## config.mk

```make
export PLATFORM = sky130hd
export DESIGN_NAME = step_pulse_gen
export DESIGN_NICKNAME = d
export VERILOG_FILES = /design/src/rtl/step_pulse_gen.sv
export SDC_FILE = /design/constraint.sdc
export NUM_CORES = 1
export LEC_CHECK = 0
export CORE_AREA = 2 2 189 191
export DETAILED_ROUTE_END_ITERATION = 10
export DIE_AREA = 0 0 191 193
export GPL_ROUTABILITY_DRIVEN = 0
export SYNTH_ARGS = -nofsm -noshare
export SYNTH_HDL_FRONTEND = slang
export SYNTH_SLANG_ARGS = --single-unit
```

## constraint.sdc

```tcl
create_clock -name clk -period 4.77 [get_ports clk]
set_input_delay 1.1925 -clock clk [delete_from_list [all_inputs] [get_ports clk]]
set_output_delay 1.1925 -clock clk [all_outputs]
set_load 0.01 [all_outputs]
```

## src/rtl/step_pulse_gen.sv

```systemverilog
// Step-pulse generator: programmable period/high time, counted or continuous moves,
// speed changes applied only at step boundaries, graceful stop at the next boundary.
module step_pulse_gen #(
  parameter int CNT_W  = 32,
  parameter int STEP_W = 16
) (
  input  logic              clk,
  input  logic              rst_n,
  input  logic              start,
  input  logic              stop,
  input  logic              mode,
  input  logic [CNT_W-1:0]  period,
  input  logic [CNT_W-1:0]  pulse_len,
  input  logic [STEP_W-1:0] steps,
  output logic              step_out,
  output logic              busy,
  output logic              done,
  output logic [STEP_W-1:0] step_cnt
);

  typedef enum logic {IDLE, RUN} state_t;

  state_t             state, state_nx;
  logic [CNT_W-1:0]   ph, ph_nx, per_r, per_nx, hi_r, hi_nx;
  logic [CNT_W-1:0]   p_eff, h_eff;
  logic               mode_r, mode_nx;
  logic [STEP_W-1:0]  steps_r, steps_nx, cnt_nx, cnt_inc;
  logic               stop_pend, stop_nx;
  logic               step_nx, done_nx;
  logic               at_bnd, last_step;

  // Effective P/H from the live inputs; only consumed on start or at a boundary.
  always_comb begin
    p_eff = (period < CNT_W'(2)) ? CNT_W'(2) : period;
    if (pulse_len == '0)
      h_eff = CNT_W'(1);
    else if (pulse_len >= p_eff)
      h_eff = p_eff - CNT_W'(1);
    else
      h_eff = pulse_len;
  end

  assign at_bnd    = (ph == per_r - CNT_W'(1));
  assign last_step = !mode_r && (step_cnt == steps_r - STEP_W'(1));
  assign cnt_inc   = (&step_cnt) ? step_cnt : step_cnt + STEP_W'(1);
  assign busy      = (state == RUN);

  always_ff @(posedge clk or negedge rst_n) begin
    if (!rst_n) state <= IDLE;
    else        state <= state_nx;
  end

  always_comb begin
    state_nx = state;
    ph_nx    = ph;
    per_nx   = per_r;
    hi_nx    = hi_r;
    mode_nx  = mode_r;
    steps_nx = steps_r;
    cnt_nx   = step_cnt;
    stop_nx  = stop_pend;
    step_nx  = 1'b0;
    done_nx  = 1'b0;
    case (state)
      IDLE: begin
        if (start) begin
          mode_nx  = mode;
          steps_nx = steps;
          cnt_nx   = '0;
          stop_nx  = 1'b0;
          ph_nx    = '0;
          per_nx   = p_eff;
          hi_nx    = h_eff;
          if (!mode && steps == '0) begin
            done_nx = 1'b1;
          end else begin
            state_nx = RUN;
            step_nx  = 1'b1;
          end
        end
      end
      RUN: begin
        stop_nx = stop_pend | stop;
        if (at_bnd) begin
          cnt_nx = cnt_inc;
          ph_nx  = '0;
          if (last_step || stop_pend || stop) begin
            state_nx = IDLE;
            done_nx  = 1'b1;
            stop_nx  = 1'b0;
          end else begin
            per_nx  = p_eff;
            hi_nx   = h_eff;
            step_nx = 1'b1;
          end
        end else begin
          ph_nx   = ph + CNT_W'(1);
          step_nx = (ph + CNT_W'(1)) < hi_r;
        end
      end
      default: state_nx = IDLE;
    endcase
  end

  // step_out is registered from the next phase so it lines up with ph in each cycle.
  always_ff @(posedge clk or negedge rst_n) begin
    if (!rst_n) begin
      ph        <= '0;
      per_r     <= CNT_W'(2);
      hi_r      <= CNT_W'(1);
      mode_r    <= 1'b0;
      steps_r   <= '0;
      step_cnt  <= '0;
      stop_pend <= 1'b0;
      step_out  <= 1'b0;
      done      <= 1'b0;
    end else begin
      ph        <= ph_nx;
      per_r     <= per_nx;
      hi_r      <= hi_nx;
      mode_r    <= mode_nx;
      steps_r   <= steps_nx;
      step_cnt  <= cnt_nx;
      stop_pend <= stop_nx;
      step_out  <= step_nx;
      done      <= done_nx;
    end
  end

endmodule

```

==> impl_metrics.sql <==
INSERT INTO impl_metrics (metric_group, metric, value, unit) VALUES
('cts', 'cts_root_buffer', 'sky130_fd_sc_hd__clkbuf_16', ''),
('power', 'power_switching_share', '38.9', '%'),
('routing', 'routedWlPerCell', '17.6', 'um'),
('critical_path', 'worst_r2r_endpoint', 'step_cnt[3]$_DFFE_PN0P_', ''),
('synthesis', 'share_of_synthesized_area_occupied_by_flip_flops_and_latches', '32.4', '%'),
('timing', 'max_freq', '218', 'MHz'),
('finish', 'antenna_cells', '0', ''),
('synthesis', 'synth_fp_nets', '1310', ''),
('finish', 'most_common_cell_after_layout_fill_and_taps_aside', 'sky130_fd_sc_hd__dfrtp_1', ''),
('global_routing', 'first_global_vias', '9049', ''),
('place', 'placed_cells_incl_taps', '1731', ''),
('finish', 'area_growth_syn_to_layout', '26.8', '%'),
('synthesis', 'post_synthesis_cell_area', '10300', 'um2'),
('cts', 'ctsHtreeMaxLevel', '4', ''),
('critical_path', 'timing.critical_path.required', '5.16', 'ns'),
('synthesis', 'yosysWarningCount', '0', ''),
('synthesis', 'synth_top_area_share', '31.9', '%'),
('critical_path', 'cp_top_family', 'simple AND/OR/NAND/NOR gates', ''),
('critical_path', 'timing.critical_path.cells', 'clkdlybuf4s50_1 -> or4_4 -> nor4b_4 -> nand3_2 -> nor2b_2 -> nand2_2 -> o21ai_2 -> inv_1 -> ha_4 -> nor3b_2 -> o21bai_1 -> a21oi_1 -> o21ai_1 -> nand3_1 -> a211oi_1 -> buf_4 -> nor3_4 -> buf_6 -> clkbuf_16 -> mux2i_2 -> o32a_1', ''),
('synthesis', 'most_used_flip_flop_cell_after_synthesis', 'sky130_fd_sc_hd__dfrtp_1', ''),
('floorplanning', 'floorplan.rows', '69', ''),
('global_routing', 'grt_antenna_before_repair', '1', ''),
('critical_path', 'crit_type', 'primary input to flop', ''),
('finish', 'post_layout_nonfiller_instances', '1774', ''),
('routing', 'viasPerCell', '5.29', ''),
('finish', 'filler_cell_count', '3549', ''),
('finish', 'design.final.nets', '1453', ''),
('timing', 'finClkSkew', '0.0222', 'ns'),
('timing', 'timing_hold_violations_final', '0', ''),
('global_routing', 'pin_count_of_the_biggest_net_entering_global_routing', '96', ''),
('outcome', 'status', 'finished clean', ''),
('timing', 'final-setup-viol-count', '0', ''),
('routing', 'drc', '0', ''),
('floorplanning', 'boundaryPins', '104', ''),
('floorplanning', 'die_y', '193', 'um'),
('routing', 'via_count', '9391', ''),
('synthesis', 'gate_count_post_synth', '1157', ''),
('global_routing', 'wire_length_of_the_first_global_routing_pass', '49100', 'um'),
('cts', 'clock_sink_count', '133', ''),
('timing', 'timing.max_slew.rel_slack', '22.6', '%'),
('critical_path', 'worst-path-stages', '21', ''),
('flow_run', 'maxCapViolCount', '0', ''),
('critical_path', 'r2r.worst_path.cells', '9', ''),
('power', 'power_report.internal_total', '3.03', 'mW'),
('cts', 'tritoncts.num_buffers', '17', ''),
('min_path', 'hold_class', 'flop to flop', ''),
('finish', 'drive_gt1_share', '11.7', '%'),
('synthesis', 'netlist_top_cells_area', 'sky130_fd_sc_hd__dfrtp_1, sky130_fd_sc_hd__ha_1, sky130_fd_sc_hd__xnor2_1', ''),
('cts', 'cts.path.max_buffers', '2', ''),
('finish', 'layout_common_cells', 'sky130_fd_sc_hd__dfrtp_1, sky130_fd_sc_hd__clkdlybuf4s50_1, sky130_fd_sc_hd__xnor2_1, sky130_fd_sc_hd__nand2_1, sky130_fd_sc_hd__inv_1', ''),
('power', 'power.share.sequential', '37.6', '%'),
('synthesis', 'synth_area_leader_cell', 'sky130_fd_sc_hd__dfrtp_1', ''),
('power', 'vdd_ir_drop_max', '0.173', 'mV'),
('critical_path', 'critical_path.endpoint_type', 'flop', ''),
('synthesis', 'number_of_distinct_library_cells_after_synthesis', '78', ''),
('critical_path', 'critPathLaunch', 'period[20]', ''),
('synthesis', 'synthArstFlopShare', '100', '%'),
('power', 'pwr-share-clk', '26.9', '%'),
('floorplanning', 'start_util', '29.4', '%'),
('critical_path', 'cpMaxStageDelayCell', 'sky130_fd_sc_hd__or4_4', ''),
('timing', 'final_max_slew_viol_count', '0', ''),
('routing', 'antenna_violating_nets_left', '0', ''),
('synthesis', 'synth-edff-count', '0', ''),
('floorplanning', 'die_width', '191', 'um'),
('routing', 'detailedRoute.firstPassIterationCount', '5', ''),
('cts', 'cts.reportedPaths.clkPinSlew', '0.07', 'ns'),
('critical_path', 'worstSetupEndpoint', 'hi_r[0]$_DFFE_PN1P_', ''),
('timing', 'post-route-period-util', '96.3', '%'),
('power', 'p_leak', '5.63', 'nW'),
('global_routing', 'overflow', '0', ''),
('power', 'powerDensity', '380', 'nW/um2');
## worst reg2reg max path: stages, from the launching register on
cell	delay [ns]
sky130_fd_sc_hd__dfrtp_1	0.47
sky130_fd_sc_hd__nor4_4	0.56
sky130_fd_sc_hd__nand4_2	0.35
sky130_fd_sc_hd__nor4_2	0.33
sky130_fd_sc_hd__xnor2_1	0.13
sky130_fd_sc_hd__or4_1	0.57
sky130_fd_sc_hd__a21o_1	0.19
sky130_fd_sc_hd__or4_1	0.81
sky130_fd_sc_hd__and2_0	0.30
sky130_fd_sc_hd__a2111oi_1	0.35
## synth_stat cells (all sizes together), types with 11 or more instances
master and instances:
a22o 12, xor2 26, ha 68, clkbuf 45, dfrtp 131, a21oi 27, or4 23, mux2 31
o211ai 16, inv 86, mux2i 37, a21o 16, a31oi 26, and3 17, o21ai 39, xnor2 96
nand3 43, or3 11, buf 14, nand4 35, nor4 38, nand2 96, o2bb2ai 31, nor2 52
nor3 32
## per-stage QoR
stage	instance area (um2)	TNS (ns)	worst slack [ns]	total power [mW]	hold WS (ns)
after floorplan	10300	0	0.0998	3.01	0.447
after global routing	13100	-0.147	-0.0189	5.28	0.504
after global placement	12200	-13.45	-0.436	3.54	0.475
final	13100	0	0.175	4.96	0.492
after detailed placement	12200	-19.15	-0.629	3.59	0.474
after CTS	12900	0	0.00157	4.96	0.494
## worst min path at each step
stage	start	to	cells after the start
after global routing	hi_r[28]$_DFFE_PN0P_	hi_r[28]$_DFFE_PN0P_	1
after CTS	hi_r[17]$_DFFE_PN0P_	hi_r[17]$_DFFE_PN0P_	1
final	hi_r[28]$_DFFE_PN0P_	hi_r[28]$_DFFE_PN0P_	1
after global placement	hi_r[29]$_DFFE_PN0P_	hi_r[29]$_DFFE_PN0P_	1
after floorplan	mode_r$_DFFE_PN0P_	mode_r$_DFFE_PN0P_	2
after detailed placement	hi_r[17]$_DFFE_PN0P_	hi_r[17]$_DFFE_PN0P_	1
## cell type report
class | count | area [um2] | area share, %
clock buffers | 18 | 439 | 3.36
clock inverters | 14 | 148 | 1.13
inverters | 86 | 323 | 2.47
multi-input cells | 879 | 6520 | 49.9
flip-flops and latches | 133 | 3330 | 25.5
well taps | 461 | 577 | 4.42
repair buffers | 183 | 1720 | 13.2
## registers in the layout, indices dropped and copies added, names as in the netlist
name and count:
hi_r 32, per_r 32, ph 32, step_cnt 16, steps_r 16, busy 1
done 1, mode_r 1, step_out 1, stop_pend 1
## power by group through the flow
stage,sequential [mW],combinational [mW],clock (mW)
2_1_floorplan,1.69,1.31,0
3_3_place_gp,1.87,1.67,0
3_5_place_dp,1.88,1.72,0
4_1_cts,1.86,1.74,1.36
5_1_grt,1.92,1.96,1.40
6_report,1.87,1.76,1.33
## cells by family (layout without fill, tap and decap cells)
family / count (synthesis) / after routing / synth area share [%]
xor gates and xnor gates: 122 / 122 / 10.4
buffers and inverters: 145 / 301 / 5.43
AOI/OAI and AO/OA: 225 / 225 / 15.6
and+or+nand+nor: 396 / 396 / 21.0
DFF: 133 / 133 / 32.4
muxes: 68 / 68 / 6.99
adders and majority gates: 68 / 68 / 8.27
## metal layers
| layer | up-vias | wire length, um | track usage (%) |
|---|---|---|---|
| met5 | - | 13 | 0 |
| met4 | 2 | 724 | 6.47 |
| met3 | 40 | 1570 | 2.19 |
| met2 | 282 | 13900 | 26.2 |
| met1 | 4535 | 15100 | 24.0 |
| li1 | 4532 | - | - |
## repair_timing
action | 4_1_cts | 5_1_grt
pin swaps | 3 | 7
setup endpoints to repair | 32 | 32
resized for setup | 4 | 17
buffers inserted | 7 | 1
cloned | 1 | 2
(Power assumes the default switching activity.)
==> edit, RTL diff (config.mk and constraints unchanged) <==
The parameter `STEP_W` goes from 16 to 20.
--- a/src/rtl/step_pulse_gen.sv
+++ b/src/rtl/step_pulse_gen.sv
@@ -4,3 +4,3 @@
   parameter int CNT_W  = 32,
-  parameter int STEP_W = 16
+  parameter int STEP_W = 20
 ) (
Ports: changed (resized step_cnt and steps); port bits go from 104 to 112. No check against the original RTL was run, so the function may have changed too.
==> edit against the original RTL <==
Global-route usage rose by 0.72 points; critical path type unchanged; via count rose by 3.0%; sequential cell count increased by 8; synthesized area up 5.0%; wire length up 2.7%; register-to-register slack got worse by 0.11 ns; final area rose by 4.3%; fmax decreased by 0.79%; worst setup slack worse by 0.037 ns; total power rose by 5.1%.
==> edit: results <==
export IMPL_outcome="finished clean"
export IMPL_p_seq_mw=1.97
export IMPL_met2_wirelength_microns=14680
export IMPL_n_all_inverters=85
export IMPL_p_leak_nw=5.920
export IMPL_fin_skew_ns=0.02742
export IMPL_placed_cell_area_sq_um=12830
export IMPL_met3WireLength_microns=1459
export IMPL_initialDrtViolationCount=619
export IMPL_synthAdderAreaFrac_pct=7.876
export IMPL_via_count=9670
export IMPL_n_all_buffers=182
export IMPL_muxShareOfSynthArea_pct=7.204
export IMPL_synth_compound_gate_area_share_pct=15.67
export IMPL_dpl_hpwl_microns=24670
export IMPL_path_max_fanout=5
export IMPL_multi_input_area_sq_um=6829
export IMPL_clockNetworkAreaShare_pct=4.662
export IMPL_switching_share_pct=36.65
export IMPL_portBuffers=111
export IMPL_wl_met1_microns=15310
export IMPL_final_cell_count_no_fill=1817
export IMPL_grtUsageTotal_pct=17.66
export IMPL_arrival_ns=4.93
export IMPL_multi_input_gates=916
export IMPL_combPwrFrac_pct=34.0
export IMPL_slew_headroom_pct=28.12
export IMPL_synth_seq_cells=141
export IMPL_grt_max_degree=94
export IMPL_synth_common_cells="dfrtp_1, nand2_1, inv_1"
## edit: what timing repair did
action	CTS	global route
resized for setup	6	18
buffers inserted	1	1
endpoints found under the setup margin	31	32
pin swaps	4	10
endpoints found under the hold margin	0	0
gates cloned	1	0
## edit: path summary, 6_finish.rpt
check	from	end	slack [ns]	cells after the start
worst min register to register	hi_r[31]	hi_r[31]	0.49	1
min in group asynchronous	rst_n	step_cnt[3]	0.85	1
worst max-delay path	period[9]	hi_r[10]	0.14	19
worst min-delay path	hi_r[31]	hi_r[31]	0.49	1
worst max register to register	steps_r[0]	per_r[5]	0.46	11
max in group asynchronous	rst_n	steps_r[15]	3.00	2
## edit: layer usage
metal	track usage, %	vias to the layer above
met1	24.33	4678
met4	5.665	0
met2	28.78	267
met5	0	-
li1	-	4690
met3	2.208	35
## edit: cells by family after synthesis
| logic type | Yosys count |
|---|---|
| compound gates | 234 |
| xor+xnor | 122 |
| fa+ha+maj | 68 |
| buf+inv | 142 |
| flops | 141 |
| mux | 74 |
| simple gates | 418 |
